===== config.mk =====
export PLATFORM = sky130hd
export DESIGN_NAME = elevator_call_queue
export DESIGN_NICKNAME = d
export VERILOG_FILES = /design/src/rtl/elevator_call_queue.sv
export SDC_FILE = /design/constraint.sdc
export NUM_CORES = 1
export LEC_CHECK = 0
export ABC_AREA = 1
export BUFFER_PORTS_ARGS = -buffer_cell sky130_fd_sc_hd__buf_2
export CAP_MARGIN = 20
export CORE_ASPECT_RATIO = 0.6
export CORE_MARGIN = 4
export CORE_UTILIZATION = 53
export DETAILED_ROUTE_END_ITERATION = 16
export PLACE_DENSITY = 0.77
export SETUP_SLACK_MARGIN = 0.1
export SKIP_CTS_REPAIR_TIMING = 1
export SLEW_MARGIN = 20
export SYNTH_ARGS = -nofsm -noshare
export SYNTH_HDL_FRONTEND = slang
export SYNTH_SLANG_ARGS = --single-unit

===== constraint.sdc =====
create_clock -name clk -period 2.2 [get_ports clk]
set_input_delay 0.11 -clock clk [delete_from_list [all_inputs] [get_ports clk]]
set_output_delay 0.11 -clock clk [all_outputs]
set_load 0.01 [all_outputs]

===== src/rtl/elevator_call_queue.sv =====
// Button conditioning, pending-call latches and collective sweep scheduler for a 4-floor car.
// A held button shows as a call DB_CYCLES+2 edges after it rises; sweep and target are registered.
module elevator_call_queue #(
    parameter int DB_CYCLES = 4,
    parameter int NFLOORS   = 4
) (
    input  logic       clk,
    input  logic       reset,
    input  logic [3:0] car_btn,
    input  logic [3:0] hall_up,
    input  logic [3:0] hall_dn,
    input  logic [1:0] cur_floor,
    input  logic       door_open,
    output logic [3:0] car_req,
    output logic [3:0] up_req,
    output logic [3:0] dn_req,
    output logic       any_above,
    output logic       any_below,
    output logic       any_here,
    output logic [1:0] sweep,
    output logic [1:0] target_floor,
    output logic       target_valid
);

    localparam int          NB     = 3 * NFLOORS;
    localparam logic [3:0]  DB_MAX = 4'(DB_CYCLES);
    localparam logic [3:0]  DB_M1  = 4'(DB_CYCLES - 1);

    typedef enum logic [1:0] {
        S_IDLE = 2'd0,
        S_UP   = 2'd1,
        S_DN   = 2'd2
    } state_t;

    state_t      r_state;
    state_t      w_nxt;

    logic [NB-1:0] w_raw;
    logic [NB-1:0] r_sync1;
    logic [NB-1:0] r_sync2;
    logic [NB-1:0] r_evt;
    logic [3:0]    r_cnt [NB];

    logic [3:0] r_car;
    logic [3:0] r_up;
    logic [3:0] r_dn;
    logic [3:0] w_pend;
    logic [3:0] w_clr;
    logic       w_above;
    logic       w_below;
    logic       w_here;

    logic [1:0] w_up_cand;
    logic       w_up_found;
    logic [1:0] w_dn_cand;
    logic       w_dn_found;
    logic [1:0] r_tgt;
    logic       r_tgt_vld;

    // Unused hall buttons (up at top floor, down at bottom floor) are forced low here.
    assign w_raw = {hall_dn & 4'b1110, hall_up & 4'b0111, car_btn};

    always_ff @(posedge clk or posedge reset) begin
        if (reset) begin
            r_sync1 <= '0;
            r_sync2 <= '0;
            r_evt   <= '0;
            for (int i = 0; i < NB; i++) begin
                r_cnt[i] <= 4'd0;
            end
        end else begin
            r_sync1 <= w_raw;
            r_sync2 <= r_sync1;
            for (int i = 0; i < NB; i++) begin
                // Pulse lines up with the one cycle the counter first reaches DB_MAX.
                r_evt[i] <= r_sync2[i] && (r_cnt[i] == DB_M1);
                if (!r_sync2[i]) begin
                    r_cnt[i] <= 4'd0;
                end else if (r_cnt[i] != DB_MAX) begin
                    r_cnt[i] <= r_cnt[i] + 4'd1;
                end
            end
        end
    end

    always_comb begin
        w_clr = 4'b0000;
        for (int k = 0; k < NFLOORS; k++) begin
            w_clr[k] = door_open && (cur_floor == 2'(k));
        end
    end

    always_ff @(posedge clk or posedge reset) begin
        if (reset) begin
            r_car <= 4'b0000;
            r_up  <= 4'b0000;
            r_dn  <= 4'b0000;
        end else begin
            r_car <= (r_car | r_evt[3:0]) & ~w_clr;
            r_up  <= (r_up | r_evt[7:4]) & ~(w_clr & {4{r_state != S_DN}}) & 4'b0111;
            r_dn  <= (r_dn | r_evt[11:8]) & ~(w_clr & {4{r_state != S_UP}}) & 4'b1110;
        end
    end

    assign w_pend = r_car | r_up | r_dn;

    always_comb begin
        w_above    = 1'b0;
        w_below    = 1'b0;
        w_here     = 1'b0;
        w_up_cand  = 2'd0;
        w_up_found = 1'b0;
        w_dn_cand  = 2'd0;
        w_dn_found = 1'b0;
        for (int k = 0; k < NFLOORS; k++) begin
            if (w_pend[k]) begin
                if (k > int'(cur_floor)) begin
                    w_above = 1'b1;
                end
                if (k < int'(cur_floor)) begin
                    w_below = 1'b1;
                    w_dn_cand  = 2'(k);
                    w_dn_found = 1'b1;
                end
                if (k == int'(cur_floor)) begin
                    w_here = 1'b1;
                end
            end
        end
        // Scan downward so the lowest floor above the car is the one kept.
        for (int k = NFLOORS - 1; k >= 0; k--) begin
            if (w_pend[k] && (k > int'(cur_floor))) begin
                w_up_cand  = 2'(k);
                w_up_found = 1'b1;
            end
        end
    end

    always_comb begin
        w_nxt = r_state;
        if (!(door_open && w_here)) begin
            case (r_state)
                S_IDLE: begin
                    if (w_above)      w_nxt = S_UP;
                    else if (w_below) w_nxt = S_DN;
                end
                S_UP: begin
                    if (w_above)      w_nxt = S_UP;
                    else if (w_below) w_nxt = S_DN;
                    else              w_nxt = S_IDLE;
                end
                S_DN: begin
                    if (w_below)      w_nxt = S_DN;
                    else if (w_above) w_nxt = S_UP;
                    else              w_nxt = S_IDLE;
                end
                default: w_nxt = S_IDLE;
            endcase
        end
    end

    always_ff @(posedge clk or posedge reset) begin
        if (reset) begin
            r_state   <= S_IDLE;
            r_tgt     <= 2'd0;
            r_tgt_vld <= 1'b0;
        end else begin
            r_state <= w_nxt;
            case (r_state)
                S_UP: begin
                    if (w_up_found) r_tgt <= w_up_cand;
                    r_tgt_vld <= w_up_found;
                end
                S_DN: begin
                    if (w_dn_found) r_tgt <= w_dn_cand;
                    r_tgt_vld <= w_dn_found;
                end
                default: begin
                    r_tgt     <= cur_floor;
                    r_tgt_vld <= w_here;
                end
            endcase
        end
    end

    assign car_req      = r_car;
    assign up_req       = r_up;
    assign dn_req       = r_dn;
    assign any_above    = w_above;
    assign any_below    = w_below;
    assign any_here     = w_here;
    assign sweep        = r_state;
    assign target_floor = r_tgt;
    assign target_valid = r_tgt_vld;

endmodule


==> results of run 1 <==
final cells by class:
class                           instances  area share [%]
Inverter                               53           4.521
Sequential cell                        85           47.45
Clock buffer                           13           5.805
Clock inverter                          1          0.1675
Tap cell                               87           2.428
Timing Repair Buffer                   45           6.922
Multi-Input combinational cell        262           32.71
worst max-delay path, delay by kind of cell (launching register included):
family	cells	cell delay [ps]
flip-flops	1	390
AND/OR/NAND/NOR	4	540
buffers and inverters	1	170
kinds of logic after synthesis:
| group | Yosys count |
|---|---|
| fa+ha+maj | 24 |
| other cells | 1 |
| xor+xnor | 5 |
| simple gates | 178 |
| compound gates | 53 |
| buf+inv | 55 |
| flops | 85 |
worst min-delay path by stage:
| stage | startpoint | to | slack, ps |
|---|---|---|---|
| 2_1_floorplan | car_btn[0] | r_sync1[0] | 140 |
| 4_1_cts | car_btn[3] | r_sync1[3] | -140 |
| 3_5_place_dp | hall_dn[1] | r_sync1[9] | 220 |
| 5_1_grt | door_open | dn_req[3] | 60 |
| 6_report | door_open | dn_req[3] | 60 |
| 3_3_place_gp | car_btn[3] | r_sync1[3] | 220 |
state kept, by name (all words and copies together) (netlist names):
name	cells
target_valid	1
up_req	3
r_evt	10
r_sync1	10
dn_req	3
target_floor	2
car_req	4
r_sync2	10
r_cnt	40
sweep	2
per-layer routing:
metal / wire length, µm / share of wire [%]
met1: 3255 / 50
met3: 315 / 4.8
met5: 0 / 0
met2: 2909 / 44
met4: 94 / 1.4
through the flow:
stage	util, %	hold WS, ps	power (mW)	cell area [µm²]
floorplan	-	141.4	3.073	3811
global placement	60.19	217.7	3.437	4105
detailed placement	60.19	219.3	3.516	4105
CTS	64.12	-139.4	4.899	4373
global route	65.73	60.11	5.217	4483
finish	65.73	61.96	4.848	4483
placed cells by master (no fill, tap or decap), types with 2 or more instances in the layout:
cell type | synthesis | routed
buf_12 | 0 | 2
clkbuf_16 | 0 | 9
or2_2 | 4 | 4
buf_2 | 0 | 32
xor2_1 | 5 | 5
a21oi_1 | 9 | 9
o21ai_2 | 3 | 3
nor2_1 | 44 | 44
inv_2 | 3 | 3
a31oi_1 | 2 | 2
o21ai_0 | 34 | 34
and3b_1 | 3 | 3
dfrtp_1 | 85 | 85
nand3_2 | 2 | 2
o21ai_1 | 2 | 2
ha_1 | 24 | 24
dlygate4sd3_1 | 0 | 11
conb_1 | 1 | 2
nor3_1 | 5 | 5
nand2_2 | 7 | 7
nand2_1 | 57 | 57
clkbuf_8 | 0 | 2
clkbuf_1 | 0 | 2
inv_1 | 50 | 49
clkinvlp_4 | 0 | 2
nand3_1 | 46 | 46
nand4_1 | 7 | 7
power breakdown:
part	leakage, nW	internal, mW	switching [mW]
sequential	1.09	1.84	0.235
clock	0.128	0.813	0.541
combinational	1.13	0.557	0.856
total	2.36	3.22	1.63
==> key figures, run 1 <==
CTS
  – Clock Latency Late Sink: 340 ps
  – Worst-path clk slew: around 60 ps
  – CTS max path bufs: 2
  – Sinks on Clock Net: between 80 and 90
  – CTS Buf Count: 9
  – Max H-tree Level: 3
  – Clk root buf: clkbuf_16
  – CTS tree: built

Critical path
  – Crit-path most repeated cell: nand2_1
  – Setup CP Type: reg2out
  – CP endpoint kind: output pin
  – CP peak stage delay: a little under 400 ps
  – Critical Path Fanout Max: 6
  – Critical-path top delay cell: dfrtp_1
  – Reg2Reg Depth: 7
  – Reg2reg end: target_floor[0]
  – R2r setup slk: 790 ps
  – Crit path launch type: flop
  – Worst EP required: 2090 ps
  – Worst setup endpoint: any_above
  – R2R Path Start: sweep[1]
  – Critical path data arrival time: ~1400 ps
  – Critical path startpoint: up_req[2]
  – Crit path cell chain: nor2_1 -> nand2_1 -> nand2_1 -> nand3_4 -> buf_2

Timing
  – Highest Clock Rate: about 0.65 GHz
  – Max-slew violations: 0
  – Final Hold Fails: 0
  – RSZ-0062 raised after global routing: no
  – Clock Skews: just over 8 ps
  – Post-route setup slack: between 600 and 700 ps
  – Slew HR: 53.36%
  – Fin crit period: 1547 ps
  – Worst-margin pin slew: 698.2 ps
  – Period utilisation layout: 70.33%
  – Setup Viol. Count Final: 0
  – Setup TNS: 0 ps

Run
  – Max Cap Viol: 0

Logic synthesis
  – YS warnings: 0
  – XOR/XNOR Fraction of Synth Area: 1.151%
  – Cells after Synth: ~400
  – Mapped cell area: between 3000 and 4000 µm²
  – Synth Area in Adders: just under 8%
  – Post-synth top area cell: dfrtp_1
  – Post-synthesis mux area share: 0%
  – Synth unique cells: 27
  – Main combinational cell family by area after synthesis: simple AND/OR/NAND/NOR gates
  – Syn avg cell area: about 9.5 µm²
  – Most common flop cell mapped by yosys: dfrtp_1
  – Compound-cell area share of the yosys netlist: between 7 and 8%
  – Register area share after synthesis: between 50% and 60%
  – EDFF count, synth: 0
  – Post-synthesis simple-gate area fraction: between 20% and 30%
  – Post-synthesis async set-or-reset flop share: 100.0%
  – Synth top area share: 55.92%
  – Top post-synthesis cells by area: dfrtp_1 56%, ha_1 7.9%, nand3_1 6.1%
  – Top cells by count, synth: 85 x dfrtp_1, 57 x nand2_1, 50 x inv_1
  – Synth Register Bits: 85
  – Most frequent cell after synthesis: dfrtp_1

Route
  – Routed WL: ~6.6 mm
  – Vias post-DR: between 2000 and 3000
  – Routed len/inst: approximately 12 µm
  – Antenna-violating nets left: 0
  – DRC violations left: 0
  – Drt pass-1 iters: 4
  – 1st-iter DRT viols: a little over 200
  – Post-DR vias/cell: 5.068

Hold path
  – Hold depth: 2
  – Worst min path class: in2reg

Power
  – Leakage: 2.357 nW
  – Power Dens Cells: 1081 nW/µm²
  – Peak VDD IR: roughly 550 µV

GRT
  – Grt peak-use layer: met2
  – Gr usage total: about 17%
  – Grt met3 use: about 5.3%
  – First-pass GRT wire length: ~11 mm
  – Met1 GRT Util: between 20 and 25%
  – Met2 Use GR: a little over a quarter
  – Vias in the first global route: ~2600
  – Total gr overflow: 0
  – Pin count of the biggest net entering global routing: 33
  – Initial antenna violation count: 0

Finish
  – Fillers: around 530
  – Nets@finish: roughly 500
  – Fin cells: 546
  – Multi-input logic area: 1466 µm²
  – Register area: around 2100 µm²
  – Area delta synth->final: 17.86%
  – Layout cells sized above 1: about 15%
  – Ant diodes: 0

Placed design
  – # port buffers: 32
  – # placed instances: roughly 520
  – Placer congestion estimate: a little under 0.9
  – DP Wirelength: roughly 4.8 mm
  – Worst slack, placed: about 800 ps

Floorplan
  – Starting Density: between 50% and 60%
  – Chip width: between 100 and 150 µm
  – Core area: slightly below 7000 µm²
  – # IOs: 37
  – Die Ht: 73.62 µm
  – Row Count: 23
  – Die area: a little under 9000 µm²

Outcome
  – Status: finished, final reports clean
Power figures use the tool's default switching activity.
==> run 2, diff against run 1 <==
==> constraint.sdc (replaced) <==
create_clock -name clk -period 1.27 [get_ports clk]
set_input_delay 0.0635 -clock clk [delete_from_list [all_inputs] [get_ports clk]]
set_output_delay 0.0635 -clock clk [all_outputs]
set_load 0.01 [all_outputs]
==> key figures, run 2 (synthesis results as in run 1) <==
Critical path
  – CP endpoint kind: flop
  – Worst EP required: between 1500 and 2000 ps
  – Setup CP Type: reg2reg
  – Critical path data arrival time: approximately 1800 ps
  – Critical-path top delay cell: dfrtp_1
  – R2r setup slk: -290 ps
  – CP peak stage delay: 390 ps
  – Critical Path Fanout Max: 2
  – Buf/Inv on CP: 1
  – Crit path cell chain: buf_4 -> o21ai_1 -> nand4_1 -> nand2_1 -> nand2_1 -> o21ai_2
  – Crit-path most repeated cell: nand2_1
  – CP delay by family, top: simple AND/OR/NAND/NOR gates
  – Crit path launch type: flop

Route
  – Antenna-violating nets left: 0
  – Routed len/inst: about 14 µm
  – 1st-iter DRT viols: between 200 and 300
  – Post-DR vias/cell: approximately 5.2
  – Routed WL: roughly 8.2 mm
  – Vias post-DR: just over 3000
  – DRC violations left: 0
  – Drt pass-1 iters: 5

GRT
  – Initial antenna violation count: 0
  – Met1 GRT Util: 23.50%
  – Total gr overflow: 0
  – Vias in the first global route: roughly 2700
  – Grt peak-use layer: met2
  – First-pass GRT wire length: 12.21 mm
  – Gr usage total: ~18%
  – Pin count of the biggest net entering global routing: 32
  – Met2 Use GR: between 20% and 30%
  – Grt met3 use: under 10%

Timing
  – Final Hold Fails: 0
  – Max-slew violations: 0
  – Period utilisation layout: 122.8%
  – Post-route setup slack: -290.1 ps
  – Setup TNS: -1694 ps
  – Setup Viol. Count Final: 8
  – Hold Worst Slack: roughly 17 ps
  – Clock Skews: slightly above 7 ps
  – Highest Clock Rate: 0.6410 GHz
  – Fin crit period: 1560 ps
  – RSZ-0062 raised after global routing: yes

Floorplan
  – Die Ht: about 74 µm
  – Die area: 8640 µm²
  – Core area: a little under 7000 µm²
  – Starting Density: approximately 56%
  – # IOs: 37
  – Chip width: 117.4 µm
  – Row Count: 23

CTS
  – CTS Buf Count: 9
  – CTS tree: built
  – Sinks on Clock Net: between 80 and 90
  – Max H-tree Level: 3
  – Clk root buf: clkbuf_16
  – Worst-path clk slew: 60 ps
  – CTS max path bufs: 2
  – Clock Latency Late Sink: around 340 ps

Finish
  – Most common cell after layout, fill and taps aside: dfrtp_1
  – Ant diodes: 0
  – Most frequent cells in the layout: 83 x dfrtp_1, 51 x nand2_1, 39 x nor2_1
  – Fillers: 467
  – Finished Core Util: 74.87%
  – Nets@finish: between 500 and 600
  – Final instance area: roughly 5000 µm²
  – Area delta synth->final: 34.24%
  – Largest Register: r_cnt
  – Max reg flops: 40
  – Layout cells sized above 1: around a third
  – Fin cells: 591

Power
  – Internal Power: about 6.5 mW
  – Switching portion of total power: between 30% and 40%
  – Psw: roughly 3.5 mW
  – Overall Power: roughly 10 mW
  – Peak VDD IR: 1000 µV
  – Power Dens Cells: between 1500 and 2000 nW/µm²
  – Reg power frac: 36.1%
  – Clock Power Share: a little under a quarter
  – Logic gate share of total power: 40.3%
  – Leakage: around 2.6 nW

Placed design
  – Placer congestion estimate: 0.9238
  – # placed instances: about 540
  – DP Wirelength: 5.165 mm
  – Worst slack, placed: -53.68 ps
  – Dpl cell area: 4314 µm²
  – # port buffers: 32

Outcome
  – Status: finished, violations left
  – Violated checks: setup timing

Hold path
  – Worst min path class: in2reg

Run
  – Max Cap Viol: 0
[run 2: cell types whose count changed in the layout (fill, tap and decap cells not counted), moves of 8 or more]
| cell | delta |
|---|---|
| buf_6 | +15 |
| o21ai_1 | +13 |
| ha_1 | -12 |
| o21ai_0 | -13 |
| buf_4 | +33 |
| inv_1 | -15 |
| inv_2 | +15 |
| nand3_1 | -8 |
[run 2: final timing paths]
| check | startpoint | to | depth (start not counted) |
|---|---|---|---|
| setup / recovery | up_req[0] | sweep[0] | 6 |
| setup reg to reg | up_req[0] | sweep[0] | 6 |
| min in group asynchronous | reset | r_sync1[1] | 3 |
| hold reg to reg | r_sync1[10] | r_sync2[10] | 0 |
| hold / removal | door_open | dn_req[3] | 2 |
| max in group asynchronous | reset | dn_req[3] | 4 |
[run 2: power groups by stage]
stage / clock network, mW / registers (mW) / logic, mW
final: 2.34 / 3.60 / 4.02
after detailed placement: 0 / 3.59 / 3.04
after global placement: 0 / 3.57 / 2.94
after CTS: 2.41 / 3.55 / 3.06
after floorplan: 0 / 3.67 / 1.79
after global routing: 2.57 / 3.66 / 4.41
[run 2: final cells by class]
| type | instances | area, µm² | share of cell area (%) |
|---|---|---|---|
| clock buffers | 11 | 232.7 | 4.558 |
| clock inverters | 5 | 35.03 | 0.6861 |
| inverters | 53 | 202.7 | 3.970 |
| multi-input cells | 262 | 1680 | 32.91 |
| flip-flops and latches | 85 | 2130 | 41.71 |
| well taps | 87 | 108.9 | 2.132 |
| repair buffers | 88 | 716.9 | 14.04 |
[run 2: worst reg2reg max path, cell delays in order, from the launching register on]
cell	delay (ps)
dfrtp_1	390
buf_4	130
o21ai_1	330
nand4_1	270
nand2_1	150
nand2_1	80
o21ai_2	130
[run 2: per-layer routing]
layer | up-vias | wire, µm
met4 | 0 | 78
li1 | 1504 | -
met1 | 1474 | 3647
met5 | - | 0
met3 | 9 | 435
met2 | 81 | 4014
